<file path="src/rtl/elevator_ctrl.sv">
`default_nettype none
// ============================================================================
// Module   : elevator_ctrl
// Purpose  : Collective (SCAN) car scheduler. Consumes latched button
//            requests, moves the car one floor at a time, opens the door at
//            served floors and returns one-cycle clear pulses to the latch.
// Revision : 1.0 - initial release
// ============================================================================
module elevator_ctrl #(
  parameter int BUTTONS_WIDTH = 8,
  parameter int FLOOR_WIDTH   = 3,
  parameter int FLOOR_TICKS   = 4,
  parameter int DOOR_TICKS    = 6
) (
  input  logic                     clk,
  input  logic                     reset,
  input  logic [BUTTONS_WIDTH-1:0] active_in_levels,
  input  logic [BUTTONS_WIDTH-1:0] active_out_up_levels,
  input  logic [BUTTONS_WIDTH-1:0] active_out_down_levels,
  output logic [BUTTONS_WIDTH-1:0] inactive_in_levels,
  output logic [BUTTONS_WIDTH-1:0] inactive_out_up_levels,
  output logic [BUTTONS_WIDTH-1:0] inactive_out_down_levels,
  output logic [FLOOR_WIDTH-1:0]   floor,
  output logic                     dir_up,
  output logic                     moving,
  output logic                     door_open
);

  localparam int c_TCNT_W = (FLOOR_TICKS > 1) ? $clog2(FLOOR_TICKS) : 1;
  localparam int c_DCNT_W = (DOOR_TICKS > 1) ? $clog2(DOOR_TICKS) : 1;
  localparam logic [c_TCNT_W-1:0]    c_TRAVEL_LAST = c_TCNT_W'(FLOOR_TICKS - 1);
  localparam logic [c_DCNT_W-1:0]    c_DOOR_LAST   = c_DCNT_W'(DOOR_TICKS - 1);
  localparam logic [FLOOR_WIDTH-1:0] c_TOP_FLOOR   = FLOOR_WIDTH'(BUTTONS_WIDTH - 1);
  localparam logic [BUTTONS_WIDTH-1:0] c_UP_MASK   = ~(BUTTONS_WIDTH'(1) << (BUTTONS_WIDTH - 1));
  localparam logic [BUTTONS_WIDTH-1:0] c_DN_MASK   = ~BUTTONS_WIDTH'(1);

  typedef enum logic [1:0] {
    ST_IDLE      = 2'd0,
    ST_MOVE_UP   = 2'd1,
    ST_MOVE_DOWN = 2'd2,
    ST_DOOR_OPEN = 2'd3
  } state_t;

  // Bit f of v; floor codes beyond the last floor read as zero.
  function automatic logic f_bit(input logic [BUTTONS_WIDTH-1:0] v,
                                 input logic [FLOOR_WIDTH-1:0] f);
    logic r;
    r = 1'b0;
    for (int i = 0; i < BUTTONS_WIDTH; i++)
      if (FLOOR_WIDTH'(i) == f) r = v[i];
    return r;
  endfunction

  function automatic logic f_above(input logic [BUTTONS_WIDTH-1:0] v,
                                   input logic [FLOOR_WIDTH-1:0] f);
    logic r;
    r = 1'b0;
    for (int i = 0; i < BUTTONS_WIDTH; i++)
      if (FLOOR_WIDTH'(i) > f) r = r | v[i];
    return r;
  endfunction

  function automatic logic f_below(input logic [BUTTONS_WIDTH-1:0] v,
                                   input logic [FLOOR_WIDTH-1:0] f);
    logic r;
    r = 1'b0;
    for (int i = 0; i < BUTTONS_WIDTH; i++)
      if (FLOOR_WIDTH'(i) < f) r = r | v[i];
    return r;
  endfunction

  function automatic logic [BUTTONS_WIDTH-1:0] f_onehot(input logic [FLOOR_WIDTH-1:0] f);
    logic [BUTTONS_WIDTH-1:0] r;
    r = '0;
    for (int i = 0; i < BUTTONS_WIDTH; i++)
      r[i] = (FLOOR_WIDTH'(i) == f);
    return r;
  endfunction

  state_t                   r_state, w_state_nxt;
  logic [FLOOR_WIDTH-1:0]   r_floor, w_floor_nxt;
  logic                     r_dir, w_dir_nxt;
  logic [c_TCNT_W-1:0]      r_tcnt, w_tcnt_nxt;
  logic [c_DCNT_W-1:0]      r_dcnt, w_dcnt_nxt;
  logic                     r_moving, r_door;
  logic [BUTTONS_WIDTH-1:0] r_pin, r_pup, r_pdn;
  logic [BUTTONS_WIDTH-1:0] w_pin, w_pup, w_pdn;

  // The end floors have no hall button pointing out of the building.
  logic [BUTTONS_WIDTH-1:0] w_in, w_up, w_dn, w_req;
  assign w_in  = active_in_levels;
  assign w_up  = active_out_up_levels & c_UP_MASK;
  assign w_dn  = active_out_down_levels & c_DN_MASK;
  assign w_req = w_in | w_up | w_dn;

  // Request summary at the current floor and at the two neighbours.
  logic [FLOOR_WIDTH-1:0] w_floor_up1, w_floor_dn1;
  logic w_here, w_above, w_below, w_clearable;
  logic w_serve_up, w_serve_dn, w_ahead_up1, w_ahead_dn1;
  assign w_floor_up1 = r_floor + FLOOR_WIDTH'(1);
  assign w_floor_dn1 = r_floor - FLOOR_WIDTH'(1);
  assign w_here      = f_bit(w_req, r_floor);
  assign w_above     = f_above(w_req, r_floor);
  assign w_below     = f_below(w_req, r_floor);
  assign w_clearable = f_bit(w_in, r_floor) |
                       (r_dir ? f_bit(w_up, r_floor) : f_bit(w_dn, r_floor));
  assign w_ahead_up1 = f_above(w_req, w_floor_up1);
  assign w_ahead_dn1 = f_below(w_req, w_floor_dn1);
  assign w_serve_up  = f_bit(w_in, w_floor_up1) | f_bit(w_up, w_floor_up1) |
                       (f_bit(w_dn, w_floor_up1) & ~w_ahead_up1);
  assign w_serve_dn  = f_bit(w_in, w_floor_dn1) | f_bit(w_dn, w_floor_dn1) |
                       (f_bit(w_up, w_floor_dn1) & ~w_ahead_dn1);

  logic                     w_decide, w_enter, w_ahead_entry;
  logic [BUTTONS_WIDTH-1:0] w_oh;

  // Next-state, counters, direction and clear-pulse generation.
  always_comb begin
    w_state_nxt   = r_state;
    w_floor_nxt   = r_floor;
    w_dir_nxt     = r_dir;
    w_tcnt_nxt    = r_tcnt;
    w_dcnt_nxt    = r_dcnt;
    w_pin         = '0;
    w_pup         = '0;
    w_pdn         = '0;
    w_decide      = 1'b0;
    w_enter       = 1'b0;
    w_ahead_entry = 1'b0;
    w_oh          = '0;

    case (r_state)
      ST_IDLE: w_decide = 1'b1;
      ST_MOVE_UP: begin
        if (r_tcnt == c_TRAVEL_LAST) begin
          w_tcnt_nxt = '0;
          if (r_floor == c_TOP_FLOOR) begin
            w_state_nxt = ST_IDLE;
          end else begin
            w_floor_nxt = w_floor_up1;
            if (w_serve_up)        w_enter     = 1'b1;
            else if (!w_ahead_up1) w_state_nxt = ST_IDLE;
          end
        end else begin
          w_tcnt_nxt = r_tcnt + c_TCNT_W'(1);
        end
      end
      ST_MOVE_DOWN: begin
        if (r_tcnt == c_TRAVEL_LAST) begin
          w_tcnt_nxt = '0;
          if (r_floor == '0) begin
            w_state_nxt = ST_IDLE;
          end else begin
            w_floor_nxt = w_floor_dn1;
            if (w_serve_dn)        w_enter     = 1'b1;
            else if (!w_ahead_dn1) w_state_nxt = ST_IDLE;
          end
        end else begin
          w_tcnt_nxt = r_tcnt + c_TCNT_W'(1);
        end
      end
      ST_DOOR_OPEN: begin
        if (r_dcnt == c_DOOR_LAST) begin
          w_dcnt_nxt = '0;
          if (w_clearable) w_enter  = 1'b1;
          else             w_decide = 1'b1;
        end else begin
          w_dcnt_nxt = r_dcnt + c_DCNT_W'(1);
        end
      end
      default: w_state_nxt = ST_IDLE;
    endcase

    // Idle-style choice: serve here, else follow the preferred direction.
    if (w_decide) begin
      w_state_nxt = ST_IDLE;
      if (w_here) begin
        w_enter = 1'b1;
      end else if (w_above && (r_dir || !w_below)) begin
        w_state_nxt = ST_MOVE_UP;
        w_dir_nxt   = 1'b1;
        w_tcnt_nxt  = '0;
      end else if (w_below) begin
        w_state_nxt = ST_MOVE_DOWN;
        w_dir_nxt   = 1'b0;
        w_tcnt_nxt  = '0;
      end
    end

    // Door entry clears the served buttons and reverses at the end of a sweep.
    if (w_enter) begin
      w_state_nxt   = ST_DOOR_OPEN;
      w_dcnt_nxt    = '0;
      w_tcnt_nxt    = '0;
      w_oh          = f_onehot(w_floor_nxt);
      w_pin         = w_oh & w_in;
      w_ahead_entry = r_dir ? f_above(w_req, w_floor_nxt) : f_below(w_req, w_floor_nxt);
      if (r_dir) w_pup = w_oh & w_up;
      else       w_pdn = w_oh & w_dn;
      if (!w_ahead_entry) begin
        w_dir_nxt = ~r_dir;
        if (r_dir) w_pdn = w_oh & w_dn;
        else       w_pup = w_oh & w_up;
      end
    end
  end

  // State and registered outputs.
  always_ff @(posedge clk) begin
    if (reset) begin
      r_state  <= ST_IDLE;
      r_floor  <= '0;
      r_dir    <= 1'b1;
      r_tcnt   <= '0;
      r_dcnt   <= '0;
      r_moving <= 1'b0;
      r_door   <= 1'b0;
      r_pin    <= '0;
      r_pup    <= '0;
      r_pdn    <= '0;
    end else begin
      r_state  <= w_state_nxt;
      r_floor  <= w_floor_nxt;
      r_dir    <= w_dir_nxt;
      r_tcnt   <= w_tcnt_nxt;
      r_dcnt   <= w_dcnt_nxt;
      r_moving <= (w_state_nxt == ST_MOVE_UP) || (w_state_nxt == ST_MOVE_DOWN);
      r_door   <= (w_state_nxt == ST_DOOR_OPEN);
      r_pin    <= w_pin;
      r_pup    <= w_pup;
      r_pdn    <= w_pdn;
    end
  end

  assign floor                    = r_floor;
  assign dir_up                   = r_dir;
  assign moving                   = r_moving;
  assign door_open                = r_door;
  assign inactive_in_levels       = r_pin;
  assign inactive_out_up_levels   = r_pup;
  assign inactive_out_down_levels = r_pdn;

endmodule
`default_nettype wire

</file>
<file path="config.mk">
export PLATFORM = sky130hd
export DESIGN_NAME = elevator_ctrl
export DESIGN_NICKNAME = d
export VERILOG_FILES = /design/src/rtl/elevator_ctrl.sv
export SDC_FILE = /design/constraint.sdc
export NUM_CORES = 1
export LEC_CHECK = 0
export ABC_AREA = 1
export CAP_MARGIN = 20
export CELL_PAD_IN_SITES_DETAIL_PLACEMENT = 0
export CELL_PAD_IN_SITES_GLOBAL_PLACEMENT = 1
export CORE_MARGIN = 10
export CORE_UTILIZATION = 37
export CTS_CLUSTER_DIAMETER = 80
export CTS_CLUSTER_SIZE = 28
export DETAILED_ROUTE_END_ITERATION = 6
export GPL_ROUTABILITY_DRIVEN = 0
export GPL_TIMING_DRIVEN = 0
export PLACE_DENSITY_LB_ADDON = 0.1
export SLEW_MARGIN = 20
export SYNTH_ARGS = -nofsm -noshare
export SYNTH_HDL_FRONTEND = slang
export SYNTH_SLANG_ARGS = --single-unit
</file>
<file path="constraint.sdc">
create_clock -name clk -period 4.2 [get_ports clk]
set_clock_uncertainty 0.15 [all_clocks]
set_input_delay 1.05 -clock clk [delete_from_list [all_inputs] [get_ports clk]]
set_output_delay 1.05 -clock clk [all_outputs]
set_load 0.01 [all_outputs]
</file>
* After elaboration in Yosys (flattened, before gate mapping) *
Cells that the tools add are included.

word-level totals
  register bits after elaboration = 37
  input bits = 26
  output and inout port bits = 30
  word-level logic and storage cells = 364

cells by class
  add/sub/neg operators = 4
  magnitude comparators = 48
  equal/unequal tests = 37
  muxes and demuxes = 195
  bitwise gates (word level) = 58
  reductions and logical operators = 12

operators by type and width
  operator                                                                     count
  1-bit two-way mux                                                            161
  3-bit equality test, first input constant                                    16
  8-bit two-way mux                                                            6
  1-bit bitwise OR                                                             47
  2-bit two-way mux                                                            19
  3-bit > comparator, first input constant                                     12
  3-bit less-than comparator, first input constant                             12
  2-bit by 3-bit equality test with 1-bit output, first input constant         8
  1-bit by 3-bit > comparator with 1-bit output, first input constant          6
  2-bit by 3-bit > comparator with 1-bit output, first input constant          6
  1-bit by 3-bit less-than comparator with 1-bit output, first input constant  6
  2-bit by 3-bit less-than comparator with 1-bit output, first input constant  6
  8-bit bitwise AND                                                            2
  3-bit two-way mux                                                            5
  1-bit by 3-bit equality test with 1-bit output, first input constant         4
  3-bit zero test                                                              4
  2-bit equality test, second input constant                                   5
  8-bit by 7-bit bitwise AND with 8-bit output                                 1
  8-bit by 7-bit bitwise OR with 8-bit output                                  1
  8-bit bitwise OR                                                             1
  3-bit by 1-bit adder with 3-bit output, second input constant                2
  3-bit equality test, second input constant                                   2
  3-bit one-hot mux with 2 select lines                                        1
  2-bit OR reduction                                                           3
  12 further kinds                                                             18

* Depth between registers and ports, before layout *
Gate-level depths: netlist of run 1.

  depth after elaboration = 51
  gate-level depth with buffers = 29
  depth with buffers taken out = 26

* Worst setup path after synthesis of run 1 *
No wires, ideal clock.

  path kind = reg2reg
  start point = register r_floor[0] (netlist: floor[0])
  end point = register r_moving (netlist: moving)
  library setup time = 125 ps
  data arrival time = 3025 ps
  required time = 3925 ps
  slack = 900 ps
  cell stages (with the launch flop) = 28
  path buffers = 3
  period minus slack after synthesis = 3300 ps
  cell sequence = dfxtp_1 buf_6 inv_6 buf_6 ha_1 ha_1 buf_2 inv_1 nand2_1 o21ai_0 inv_1 nand2_1 nand2_1 nand2_1 nand3_1 nand2_1 nand2_1 nand2_1 nand2_1 nand3_1 nand2_1 nand2_4 nand2_8 nor2_2 inv_1 ha_1 inv_1 nor2_1

between the ends
  longest elaborated chain between the ends = 29
  elaborated cells between the ends (all ways) = 240
  classes of those cells = add/sub (2); order compare (32); eq/ne (24); mux (138); bitwise (37); reduce/logical (7)

ends and longest elaborated chain
  what                                                                                                                    line      source
  from (decl)                                                                                                             81        logic [FLOOR_WIDTH-1:0] r_floor, w_floor_nxt;
  from (signal assigned)                                                                                                  223       r_floor <= w_floor_nxt;
  3-bit by 1-bit subtractor with 3-bit output or 3-bit by 1-bit adder with 3-bit output (tied branches)                   101, 100
  1-bit by 3-bit less-than comparator with 1-bit output or 1-bit by 3-bit > comparator with 1-bit output (tied branches)  68, 59
  1-bit two-way mux (on tied branches)                                                                                    68, 59
  1-bit bitwise OR (on tied branches)                                                                                     68, 59
  1-bit two-way mux (on tied branches)                                                                                    68, 59
  1-bit bitwise OR (on tied branches)                                                                                     68, 59
  1-bit two-way mux (on tied branches)                                                                                    68, 59
  1-bit bitwise OR (on tied branches)                                                                                     68, 59
  [... 14 more ...]                                                                                                       n/a
  1-bit two-way mux (on tied branches)                                                                                    149, 135
  1-bit one-hot mux with 3 select lines                                                                                   132       case (r_state)
  1-bit two-way mux                                                                                                       177       if (w_here) begin
  1-bit two-way mux                                                                                                       175       if (w_decide) begin
  2-bit two-way mux (*)                                                                                                   191       if (w_enter) begin
  via w_state_nxt[1]                                                                                                      80        state_t r_state, w_state_nxt;
  2-bit by 1-bit equality test with 1-bit output or 2-bit equality test (tied branches)                                   227       r_moving <= (w_state_nxt == ST_MOVE_UP) || (w_state_nxt == ST_MOVE_DOWN);
  1-bit logical OR (*)                                                                                                    227
  to (signal assigned)                                                                                                    227
  to (decl)                                                                                                               85        logic r_moving, r_door;

Mark *: on every way through the listed nets, which the timed path passes. The rest lies on a longest branch.
A chain may end at the register's enable or synchronous reset.

* Worst setup path after layout of run 1 *
  start point = register r_floor[1] (netlist: floor[1])
  end point = register r_moving (netlist: moving)

The elaborated chain is that of the path after synthesis.

==> run metrics, run 1 <==
post-CTS sizing 0; endpoints failing setup 0; setup tns final 0 ps; CP Class register to register; Layout Nets 647; synthesis-to-layout area growth 22.3%; DPL Wire Length 9050 um; final hold violation count 0; Worst-Margin Slew 551 ps; cell count after synthesis approximately 550; CTS tree done; CP required 4220 ps; clk slew on worst S/H paths 80 ps; FF+latch count, synth 35; Initial Util 0.377; CP arrival 3950 ps; HP Class register to register; hold path startpoint r_dcnt[2]; Slew Limit Headroom 0.632; final WL 11,100 um; diodes inserted 0; dominant synthesized flop cell dfxtp_1; R2R cell count 25; gr ovfl total 0; Clock Path Buffers 2; synthesized area per cell 5.94 um^2; layout cells sized above 1 0.124; asr flop ratio synth 0; max-slew violations 0; final worst path period share 0.935; dpl cell area 3890 um^2; GRT Util Overall 0.172; top cell type's share of synthesized area 0.215; Min-Delay Path Depth 2; Die W 114 um; leakage roughly 1.9 nW; reg2reg start floor[1]; First-pass DRT Iterations 5; IO Count 56; Final min period a little under 4000 ps; initial antenna violation count 0; synth top area cells dfxtp_1, nand2_1, nand3_1; number of global-route vias before repair around 3,400; Site Rows 34; clk_lat worst skew 290 ps; CP Launch Type register; CP Capture Type register; crit path max fanout 10; total CTS buffers 5; post-CTS setup buffer count 0; Die Y 114 um; maximum VDD drop 170 uV; first-pass GRT wire length 18,100 um; Post-synth EDFFs 0; CP Launch Point floor[1]; largest net degree at the start of global routing 13; PortBufs 50; die area about 13,000 um^2; post-cts hold buffer count 0; status complete, no violations; pwr dens roughly 300 nW/um^2; Post-Syn Area around 3300 um^2; post-DR wirelength/cell 15.6 um; Synth area leader dfxtp_1; vias after detailed routing 3,625; H-tree depth 2; vias per cell approximately 5.1; register area share after synthesis 0.215; CTS Sinks 35; fmax approximately 0.25 GHz; Root Buffer clkbuf_8; Yosys cell types 40; drt drc 0; final instance area 3980 um^2; Core Area 8640 um^2; Iteration-0 DRC Markers 252; Yosys warnings 0; unrepaired setup endpoints after global routing no; maxcap violations 0; post-detailed-route count of antenna-violating nets 0
-- cells in the mapped netlist (2+ instances only) --
cell     instances
inv_6            2
nor3_1           6
nand3_1         62
dfxtp_1         35
nand2_4          4
nand4_1          5
nand3_2          7
nor2_2          18
o21ai_0         30
inv_2            9
nor2_1          65
nand2_2          7
buf_6            4
nand2_8          3
nand2_1        161
ha_1            15
inv_1           68
buf_4            4
a21oi_1         17
a21oi_2          2
nor2_4           2
o21ai_1          4
-- routing by layer --
layer | GRT usage | routed length [um] | share of wire | vias to the layer above
met1 | 0.243 | 5280 | 0.48 | 1636
met3 | 0.0320 | 888 | 0.080 | 10
met5 | 0 | 0 | 0 | -
met2 | 0.263 | 4850 | 0.44 | 134
li1 | - | - | - | 1845
met4 | 0.0372 | 95 | 0.0086 | 0
-- report_power, final --
part	total [mW]	internal, mW	switching, mW
Sequential	0.380	0.364	0.0162
Combinational	0.551	0.202	0.349
Clock	0.253	0.129	0.125
Total	1.18	0.694	0.490
-- sequential cells by signal, indices dropped and copies added, names as in the netlist, 2 cells and up --
| register | flops |
|---|---|
| inactive_out_up_levels | 7 |
| inactive_out_down_levels | 7 |
| inactive_in_levels | 8 |
| floor | 3 |
| r_state | 2 |
| r_tcnt | 2 |
| r_dcnt | 3 |
-- through the flow --
stage          worst slack, ps  instances  utilization  power (mW)  hold WS, ps
3_3_place_gp               104        707        0.451       0.935          376
5_1_grt                   9.24        714        0.461        1.28          445
6_report                   272        714        0.461        1.18          406
2_1_floorplan              900        549            -       0.777          357
3_5_place_dp               108        707        0.451       0.938          384
4_1_cts                    320        714        0.461        1.20          405
-- cells in the final DEF (no fill, tap or decap), drive strengths merged --
| master | n |
|---|---|
| a21boi | 1 |
| a21oi | 19 |
| a31oi | 1 |
| a41oi | 1 |
| buf | 9 |
| clkbuf | 7 |
| clkdlybuf4s50 | 50 |
| clkinv | 4 |
| conb | 2 |
| dfxtp | 35 |
| ha | 15 |
| inv | 79 |
| nand2 | 175 |
| nand3 | 69 |
| nand3b | 1 |
| nand4 | 5 |
| nor2 | 85 |
| nor3 | 8 |
| o211ai | 1 |
| o21a | 1 |
| o21ai | 34 |
| o21bai | 1 |
| or2 | 1 |
| or3 | 1 |
| xnor2 | 1 |
-- kinds of logic after synthesis --
group	after synthesis	synth area share
simple gates	345	0.498
xor+xnor	1	0.00269
buf+inv	92	0.125
compound gates	59	0.0996
other cells	1	0.00115
fa+ha+maj	15	0.0577
flops	35	0.215
-- final timing paths --
check / to / slack (ps)
setup / recovery: moving / 270
hold / removal: r_dcnt[2] / 410
setup reg to reg: moving / 270
hold reg to reg: r_dcnt[2] / 410
-- critical path: stages (launching register included) --
cell	delay, ps
dfxtp_1	670
inv_1	200
ha_1	230
ha_1	270
buf_2	180
inv_1	220
nand2_1	120
o21ai_0	170
inv_1	60
nand2_1	60
nand2_1	70
nand2_1	70
nand3_1	60
nand2_1	70
nand2_1	60
nand2_1	80
nand2_1	50
nand3_1	110
nand2_1	100
nand2_4	120
nand2_8	110
nor2_2	150
inv_1	50
ha_1	280
inv_1	60
nor2_1	30
-- cell type report --
type / instances / area, um^2
fillers: 974 / 4660
multi-input cells: 422 / 2150
flip-flops and latches: 35 / 701
repair buffers: 50 / 500
inverters: 82 / 324
well taps: 108 / 135
plain buffers: 10 / 83.8
clock buffers: 6 / 82.6
clock inverters: 1 / 5.00
(Power assumes the default switching activity.)
==> run 2, diff against run 1 <==
--- a/config.mk
+++ b/config.mk
@@ -17,6 +17,7 @@
 export GPL_ROUTABILITY_DRIVEN = 0
 export GPL_TIMING_DRIVEN = 0
 export PLACE_DENSITY_LB_ADDON = 0.1
+export SKIP_CTS_REPAIR_TIMING = 1
 export SLEW_MARGIN = 20
 export SYNTH_ARGS = -nofsm -noshare
 export SYNTH_HDL_FRONTEND = slang
==> results of run 2 <==
No change in the layout: final DEF, timing and power equal those of run 1.
